File: src/rtl/mem_responder_pkg.sv
// ============================================================================
// mem_responder_pkg
//   Bus-responder state encodings and width defaults shared with the
//   processor's bus-side logic.
//   Rev 1.0 - initial release
// ============================================================================
`default_nettype none

package mem_responder_pkg;

    localparam int WIDTH_DEFAULT  = 8;
    localparam int ADDR_W_DEFAULT = 8;
    localparam int WAIT_W         = 4;

    localparam logic [1:0] S_IDLE = 2'd0;
    localparam logic [1:0] S_WAIT = 2'd1;
    localparam logic [1:0] S_DONE = 2'd2;

    typedef enum logic {
        OP_READ  = 1'b0,
        OP_WRITE = 1'b1
    } op_e;

endpackage

`default_nettype wire

File: src/rtl/mem_responder_byte_ram.sv
// ============================================================================
// byte_ram
//   2**ADDR_W x WIDTH storage: one synchronous write port, two asynchronous
//   read ports (bus and debug). Contents are never reset.
//   Rev 1.0 - initial release
// ============================================================================
`default_nettype none

module byte_ram #(
    parameter int WIDTH  = 8,
    parameter int ADDR_W = 8
) (
    input  logic              clk,
    input  logic              we,
    input  logic [ADDR_W-1:0] waddr,
    input  logic [WIDTH-1:0]  wdata,
    input  logic [ADDR_W-1:0] raddr_a,
    output logic [WIDTH-1:0]  rdata_a,
    input  logic [ADDR_W-1:0] raddr_b,
    output logic [WIDTH-1:0]  rdata_b
);

    localparam int DEPTH = 1 << ADDR_W;

    logic [WIDTH-1:0] mem [0:DEPTH-1];

    always_ff @(posedge clk) begin
        if (we) begin
            mem[waddr] <= wdata;
        end
    end

    assign rdata_a = mem[raddr_a];
    assign rdata_b = mem[raddr_b];

endmodule

`default_nettype wire

File: src/rtl/mem_responder.sv
// ============================================================================
// mem_responder
//   Memory-side responder for the 8-bit multicycle processor bus with
//   programmable wait states, a preload port and a combinational debug port.
//   Rev 1.0 - initial release
// ============================================================================
`default_nettype none

module mem_responder
    import mem_responder_pkg::*;
#(
    parameter int WIDTH       = WIDTH_DEFAULT,
    parameter int ADDR_W      = ADDR_W_DEFAULT,
    parameter int WAIT_STATES = 1
) (
    input  logic              clk,
    input  logic              reset,
    input  logic              memread,
    input  logic              memwrite,
    input  logic [ADDR_W-1:0] adr,
    input  logic [WIDTH-1:0]  writedata,
    output logic [WIDTH-1:0]  memdata,
    output logic              ready,
    output logic              busy,
    output logic              err,
    input  logic              load_en,
    input  logic [ADDR_W-1:0] load_addr,
    input  logic [WIDTH-1:0]  load_data,
    input  logic [ADDR_W-1:0] dbg_address,
    output logic [WIDTH-1:0]  dbg_data
);

    localparam logic [WAIT_W-1:0] WAIT_INIT =
        (WAIT_STATES > 0) ? WAIT_W'(WAIT_STATES - 1) : '0;
    localparam bit NO_WAIT = (WAIT_STATES == 0);

    logic [1:0]        state;
    logic [1:0]        state_nxt;
    logic [WAIT_W-1:0] cnt;
    op_e               op_q;
    logic [ADDR_W-1:0] adr_q;
    logic [WIDTH-1:0]  wd_q;

    logic              capture;
    logic              finish;
    logic              loading;
    op_e               acc_op;
    logic [ADDR_W-1:0] acc_adr;
    logic [WIDTH-1:0]  acc_wd;
    logic              ram_we;
    logic [ADDR_W-1:0] ram_waddr;
    logic [WIDTH-1:0]  ram_wdata;
    logic [WIDTH-1:0]  bus_rdata;

    // With no wait states the access happens on the capture edge itself, so
    // the live bus values are used instead of the (not yet loaded) captures.
    always_comb begin
        loading   = (state == S_IDLE) && load_en;
        capture   = (state == S_IDLE) && !load_en && (memread ^ memwrite);
        finish    = ((state == S_WAIT) && (cnt == '0)) || (capture && NO_WAIT);
        acc_op    = (state == S_IDLE) ? (memwrite ? OP_WRITE : OP_READ) : op_q;
        acc_adr   = (state == S_IDLE) ? adr : adr_q;
        acc_wd    = (state == S_IDLE) ? writedata : wd_q;
        ram_we    = !reset && (loading || (finish && (acc_op == OP_WRITE)));
        ram_waddr = loading ? load_addr : acc_adr;
        ram_wdata = loading ? load_data : acc_wd;
    end

    always_comb begin
        state_nxt = state;
        case (state)
            S_IDLE:  if (capture) state_nxt = NO_WAIT ? S_DONE : S_WAIT;
            S_WAIT:  if (cnt == '0) state_nxt = S_DONE;
            S_DONE:  state_nxt = S_IDLE;
            default: state_nxt = S_IDLE;
        endcase
    end

    always_ff @(posedge clk or posedge reset) begin
        if (reset) begin
            state   <= S_IDLE;
            cnt     <= '0;
            op_q    <= OP_READ;
            adr_q   <= '0;
            wd_q    <= '0;
            memdata <= '0;
            ready   <= 1'b0;
            err     <= 1'b0;
        end else begin
            state <= state_nxt;
            ready <= (state == S_DONE);
            err   <= (state == S_IDLE) && memread && memwrite;
            if (capture) begin
                op_q  <= memwrite ? OP_WRITE : OP_READ;
                adr_q <= adr;
                wd_q  <= writedata;
                cnt   <= WAIT_INIT;
            end else if ((state == S_WAIT) && (cnt != '0)) begin
                cnt <= cnt - 1'b1;
            end
            if (finish && (acc_op == OP_READ)) begin
                memdata <= bus_rdata;
            end
        end
    end

    assign busy = (state == S_WAIT) || (state == S_DONE);

    byte_ram #(
        .WIDTH  (WIDTH),
        .ADDR_W (ADDR_W)
    ) u_ram (
        .clk     (clk),
        .we      (ram_we),
        .waddr   (ram_waddr),
        .wdata   (ram_wdata),
        .raddr_a (acc_adr),
        .rdata_a (bus_rdata),
        .raddr_b (dbg_address),
        .rdata_b (dbg_data)
    );

endmodule

`default_nettype wire

File: config.mk
export PLATFORM = sky130hd
export DESIGN_NAME = mem_responder
export DESIGN_NICKNAME = d
export VERILOG_FILES = /design/src/rtl/mem_responder_pkg.sv /design/src/rtl/mem_responder_byte_ram.sv /design/src/rtl/mem_responder.sv
export SDC_FILE = /design/constraint.sdc
export NUM_CORES = 2
export LEC_CHECK = 0
export CORE_ASPECT_RATIO = 0.8
export CORE_MARGIN = 8
export CORE_UTILIZATION = 66
export CTS_BUF_LIST = sky130_fd_sc_hd__clkbuf_4
export DETAILED_ROUTE_END_ITERATION = 12
export PLACE_DENSITY = 0.83
export SYNTH_ARGS = -nofsm -noshare
export SYNTH_HDL_FRONTEND = slang
export SYNTH_HIERARCHICAL = 1
export SYNTH_SLANG_ARGS = --single-unit
File: constraint.sdc
create_clock -name clk -period 10.9 [get_ports clk]
set_input_delay 1.635 -clock clk [delete_from_list [all_inputs] [get_ports clk]]
set_output_delay 1.635 -clock clk [all_outputs]
set_load 0.02 [all_outputs]
Yosys cells after proc, flatten, opt, wreduce, memory -nomap -nowiden:

Memory sizes are Yosys's and may differ from the RTL's. A register that Yosys moved wholly into a read port is not among the register bits.
Cells that the tools add are included.

* register bits after elaboration: 25
* word-level logic and storage cells: 47
* bits in writable memories: 2048
* output and inout port bits: 19
* bits of input ports: 45
* memories: 1

Memories
* u_ram.mem: depth 256, bits a word 8, rd ports 2, clocked after memory_dff 1, write ports 1, RTL line mem_responder_byte_ram.sv:25 `logic [WIDTH-1:0] mem [0:DEPTH-1];`

* equality and inequality tests: 4
* reductions and logical operators: 19
* bitwise logic cells: 2
* add/sub/neg operators: 1
* mux-type cells: 13

Operators by type and width (number)
* 2-to-1 mux 8 bit: 4
* logical AND 1 bit: 10
* 2-to-1 mux 4 bit: 2
* logical NOT 4 bit: 1
* 2-to-1 mux 1 bit: 4
* 2-to-1 mux 2 bit: 2
* inequality test 2 bit (second input constant): 2
* case mux 2 bit (2 select lines): 1
* nonzero test 4 bit: 1
* subtractor 4 x 1 -> 4 bit (second input constant): 1
* equality test 2 x 1 -> 1 bit (second input constant): 1
* equality test 2 bit (second input constant): 1
* logical NOT 1 bit: 2
* logical NOT 2 bit: 1
* logical OR 1 bit: 2
* AND reduction 2 bit: 1
* nonzero test 2 bit: 1
* inverter 1 bit: 1
* XOR 1 bit: 1

Depth between registers and ports, before layout:

* depth after elaboration: 7
* mapped depth: 16
* gate-level depth less buffers: 10

Hierarchy:

The synthesis kept the hierarchy.

Modules (own cells, without submodules)
* byte_ram: area each 96652.7 µm², seq. area each 61499.0 µm², instances 1, cells an instance 4831
* mem_responder: area each 1759.2 µm², seq. area each 825.8 µm², instances 1, cells an instance 148

Worst setup path after synthesis:

Ideal clock, no wire load.

* path kind: input to register
* from: input load_en
* to: memory u_ram.mem[0][7] (data pin)
* path buffers: 1
* data required time: 9327 ps
* slack: 499 ps
* setup time: 1573 ps
* cell stages on the path: 3
* arrival: 8827 ps
* cell sequence: buf_2 mux2i_1 a21oi_1

* longest elaborated chain between the ends: 2

RTL lines
* start, declared: RTL line mem_responder.sv:26 `input logic load_en,`
* logical AND 1 bit: RTL line mem_responder.sv:58 `loading = (state == S_IDLE) && load_en;`
* 2-to-1 mux 8 bit: RTL line mem_responder.sv:66 `ram_wdata = loading ? load_data : acc_wd;`
* named net ram_wdata[7]: RTL line mem_responder.sv:52 `logic [WIDTH-1:0] ram_wdata;`
* end, declared: RTL line mem_responder_byte_ram.sv:25

The timed path passes the listed nets, and every way through them passes these cells.

Worst setup path in the final report:

* from: input dbg_address[1]
* to: output dbg_data[6]

* longest elaborated chain between the ends: 1

RTL lines
* start, declared: RTL line mem_responder.sv:29 `input logic [ADDR_W-1:0] dbg_address,`
* memory (256 x 8 bit)
* end, declared: RTL line mem_responder.sv:30 `output logic [WIDTH-1:0] dbg_data`

No other way between the ends.

==> results.json <==
{
  "root_buffer": "sky130_fd_sc_hd__clkbuf_4",
  "leakage_nw": 33.6,
  "final.period_utilization_pct": 78.8,
  "finalMaxSlewViolations": 3,
  "via_per_inst": 7.90,
  "fin_area_sq_um": 106000,
  "synth-seq-cells": 2081,
  "drt_drc_violations_left": 0,
  "slew_headroom_pct": -0.928,
  "setup-violations-final": 0,
  "power.total_mw": 24.8,
  "numClockSinks": 2081,
  "yosys-top-cells-area": "sky130_fd_sc_hd__edfxtp_1 (62%), sky130_fd_sc_hd__mux4_2 (24%), sky130_fd_sc_hd__mux2i_1 (2.5%)",
  "most_frequent_standard_cell_in_the_layout_excluding_fill_and_tap_cells": "sky130_fd_sc_hd__edfxtp_1",
  "ios": 64,
  "tritoncts_buffer_count": 490,
  "drive_above_1_share_pct": 36.4,
  "worstSetupEndpoint": "dbg_data[6]",
  "final_util_pct": 72.0,
  "timing.critical_path.to_type": "output pin",
  "synth_simple_gate_area_share_pct": 2.80,
  "seq_area_frac_synth_pct": 63.3,
  "worstSetupPathType": "in -> out",
  "layout_area_overhead_pct": 8.10,
  "fin_worst_skew_ns": 0.102,
  "post_synth_inst_count": 4979,
  "first_pass_iters": 9,
  "antenna_found_initial": 13,
  "max_cap_violations": 1,
  "netlist_area_sq_um": 98400,
  "core.rowCount": 126,
  "setup_total_negative_slack_ns": 0,
  "grt_setup_unrepaired": "false",
  "worstReg2RegEnd": "u_ram/mem[21][3]",
  "worst-r2r-cell-count": 10,
  "clock_tree.htree_level_count": 5,
  "reg2reg_from": "state[1]",
  "floorplan.die.width_microns": 448,
  "pwr_density_cell_nw_per_um2": 233,
  "cts_tree": "built",
  "clockBufferDepth": 4,
  "place.detailed.instances": 6760,
  "synth_enable_flop_cells": 2048,
  "synth_warnings": 6,
  "r2r_setup_slack_ns": 4.51,
  "yosys.area.top_type": "sky130_fd_sc_hd__edfxtp_1",
  "port_buffers": 63,
  "worstPathRequired_ns": 9.27,
  "path_clk_slew_ns": 0.07,
  "place.detailed.hpwl_microns": 188000,
  "syn_nets": 5029,
  "start_util_pct": 66.6,
  "critical_path_arrival_ns": 6.95,
  "critical_path.startpoint_type": "primary input",
  "core_sq_um": 148000,
  "layout.cells.most_common_list": "sky130_fd_sc_hd__edfxtp_1 (2048), sky130_fd_sc_hd__mux4_2 (1051), sky130_fd_sc_hd__clkbuf_4 (714), sky130_fd_sc_hd__nor2_1 (308), sky130_fd_sc_hd__mux2i_1 (245)",
  "post_cts_hold_buffer_count": 0,
  "drt_wl_total_microns": 298000,
  "whs_path_depth": 1,
  "post_cts_resize_count": 0,
  "first_pass_grt_wire_length_microns": 423000,
  "grt_remaining_overflow": 0,
  "die-area_sq_um": 162000,
  "cts_setup_buffers": 0,
  "worst_ir_drop_vdd_uv": 564,
  "nets": 5318,
  "synth-adder-area-share_pct": 0.0636,
  "largest_family_of_logic_cells_by_synthesized_area": "multiplexers",
  "drt-initial-drc-count": 11600,
  "synthMuxAreaShare_pct": 27.4,
  "asyncSetResetFlopFracSynth_pct": 1.59,
  "detail-route-antenna-nets": 0,
  "dpl_cell_area_sq_um": 100000,
  "clock.fmax_ghz": 0.116,
  "worst-path-max-fanout": 98,
  "yosys.area_share.xor_xnor_pct": 0.00890,
  "synth_compound_area_share_pct": 3.60,
  "die_h_microns": 361,
  "via_count": 60300,
  "top_reg_cell_synth": "sky130_fd_sc_hd__edfxtp_1",
  "hold_violations": 0,
  "outcome": "complete, but fails checks",
  "clk_latency_ns": 1.44,
  "failed_checks": "max-capacitance violations, max-slew violations",
  "grt_use_total_pct": 36.6,
  "via_count_of_the_first_global_routing_pass": 59500,
  "max_slew.worst_pin.slew_ns": 1.50,
  "route.detailed.wl_per_inst_microns": 39.0,
  "place.gp.congestion": 0.985,
  "startpoint": "dbg_address[1]",
  "yosysUniqueCellTypes": 70,
  "finalNonFillerCells": 7638,
  "worstHoldPathType": "reg -> reg",
  "finalWorstPathRequiredPeriod_ns": 8.58,
  "yosys.area.top_type_share_pct": 62.5,
  "grt_start_max_net_pins": 237,
  "syn-mean-instance-area_sq_um": 19.8
}
[worst min-delay path by stage]
| stage | startpoint | end |
|---|---|---|
| 2_1_floorplan | adr_q[0] | adr_q[0] |
| 3_3_place_gp | adr_q[4] | adr_q[4] |
| 3_5_place_dp | memdata[3] | memdata[3] |
| 4_1_cts | memdata[3] | memdata[3] |
| 5_1_grt | memdata[3] | memdata[3] |
| 6_report | memdata[3] | memdata[3] |
[registers in the layout, indices dropped and copies added (netlist names)]
register	cells
adr_q	8
cnt	4
err	1
memdata	8
op_q	1
ready	1
state	2
u_ram/mem	2048
wd_q	8
[cell type report]
class / count / area, sq um
inverters: 13 / 52.6
multi-input cells: 2484 / 33600
flip-flops and latches: 2081 / 62300
repair buffers: 198 / 1890
well taps: 1984 / 2480
clock buffers: 714 / 5360
clock inverters: 139 / 656
fillers: 8598 / 41300
diodes: 25 / 62.6
[worst max-delay path, stage by stage]
cell and delay (ns):
sky130_fd_sc_hd__buf_8 0.53, sky130_fd_sc_hd__buf_4 0.78, sky130_fd_sc_hd__mux4_2 0.39, sky130_fd_sc_hd__o22ai_1 0.09
sky130_fd_sc_hd__a211oi_1 1.00, sky130_fd_sc_hd__nor4_2 0.17, sky130_fd_sc_hd__buf_4 0.26, sky130_fd_sc_hd__nor4_1 1.14
sky130_fd_sc_hd__clkdlybuf4s50_1 0.82
[per-layer routing]
layer  up-vias  global-route usage [%]  wire, microns
met4        12                    17.5          17800
met1     30200                    48.8          95100
li1      22500                       -              -
met2      6495                    50.9         129000
met3      1203                    17.8          56500
met5         -                    1.35            290
[Yosys cell counts, drive strengths merged, types with 22 or more instances]
| cell | instances |
|---|---|
| a211oi | 30 |
| a21oi | 92 |
| a221oi | 37 |
| a22o | 22 |
| a22oi | 62 |
| buf | 264 |
| clkbuf | 137 |
| dfrtp | 33 |
| edfxtp | 2048 |
| mux2 | 79 |
| mux2i | 245 |
| mux4 | 1051 |
| nand2 | 116 |
| nand3 | 54 |
| nor2 | 310 |
| nor2b | 27 |
| nor3 | 22 |
| o21ai | 40 |
| o221ai | 67 |
| o22ai | 48 |
[power by group]
| part | switching [mW] | total [mW] | internal (mW) | leakage, nW |
|---|---|---|---|---|
| clock | 3.11 | 6.18 | 3.08 | 3.61 |
| combinational | 5.52 | 8.35 | 2.83 | 11.3 |
| sequential | 0.0531 | 10.2 | 10.2 | 18.7 |
| total | 8.68 | 24.8 | 16.1 | 33.6 |
[per-stage QoR]
| step | hold WS, ns | worst slack [ns] |
|---|---|---|
| 2_1_floorplan | 0.477 | 0.499 |
| 3_3_place_gp | 0.487 | 2.40 |
| 3_5_place_dp | 0.495 | 2.78 |
| 4_1_cts | 0.510 | 2.77 |
| 5_1_grt | 0.526 | 2.43 |
| 6_report | 0.506 | 2.32 |
[logic make-up after synthesis]
group | after synthesis
and+or+nand+nor | 617
xor gates and xnor gates | 1
AOI/OAI and AO/OA | 486
buffers and inverters | 414
DFF | 2081
muxes | 1375
adders and majority gates | 5
Note: power is estimated with default switching activity, not from simulation.
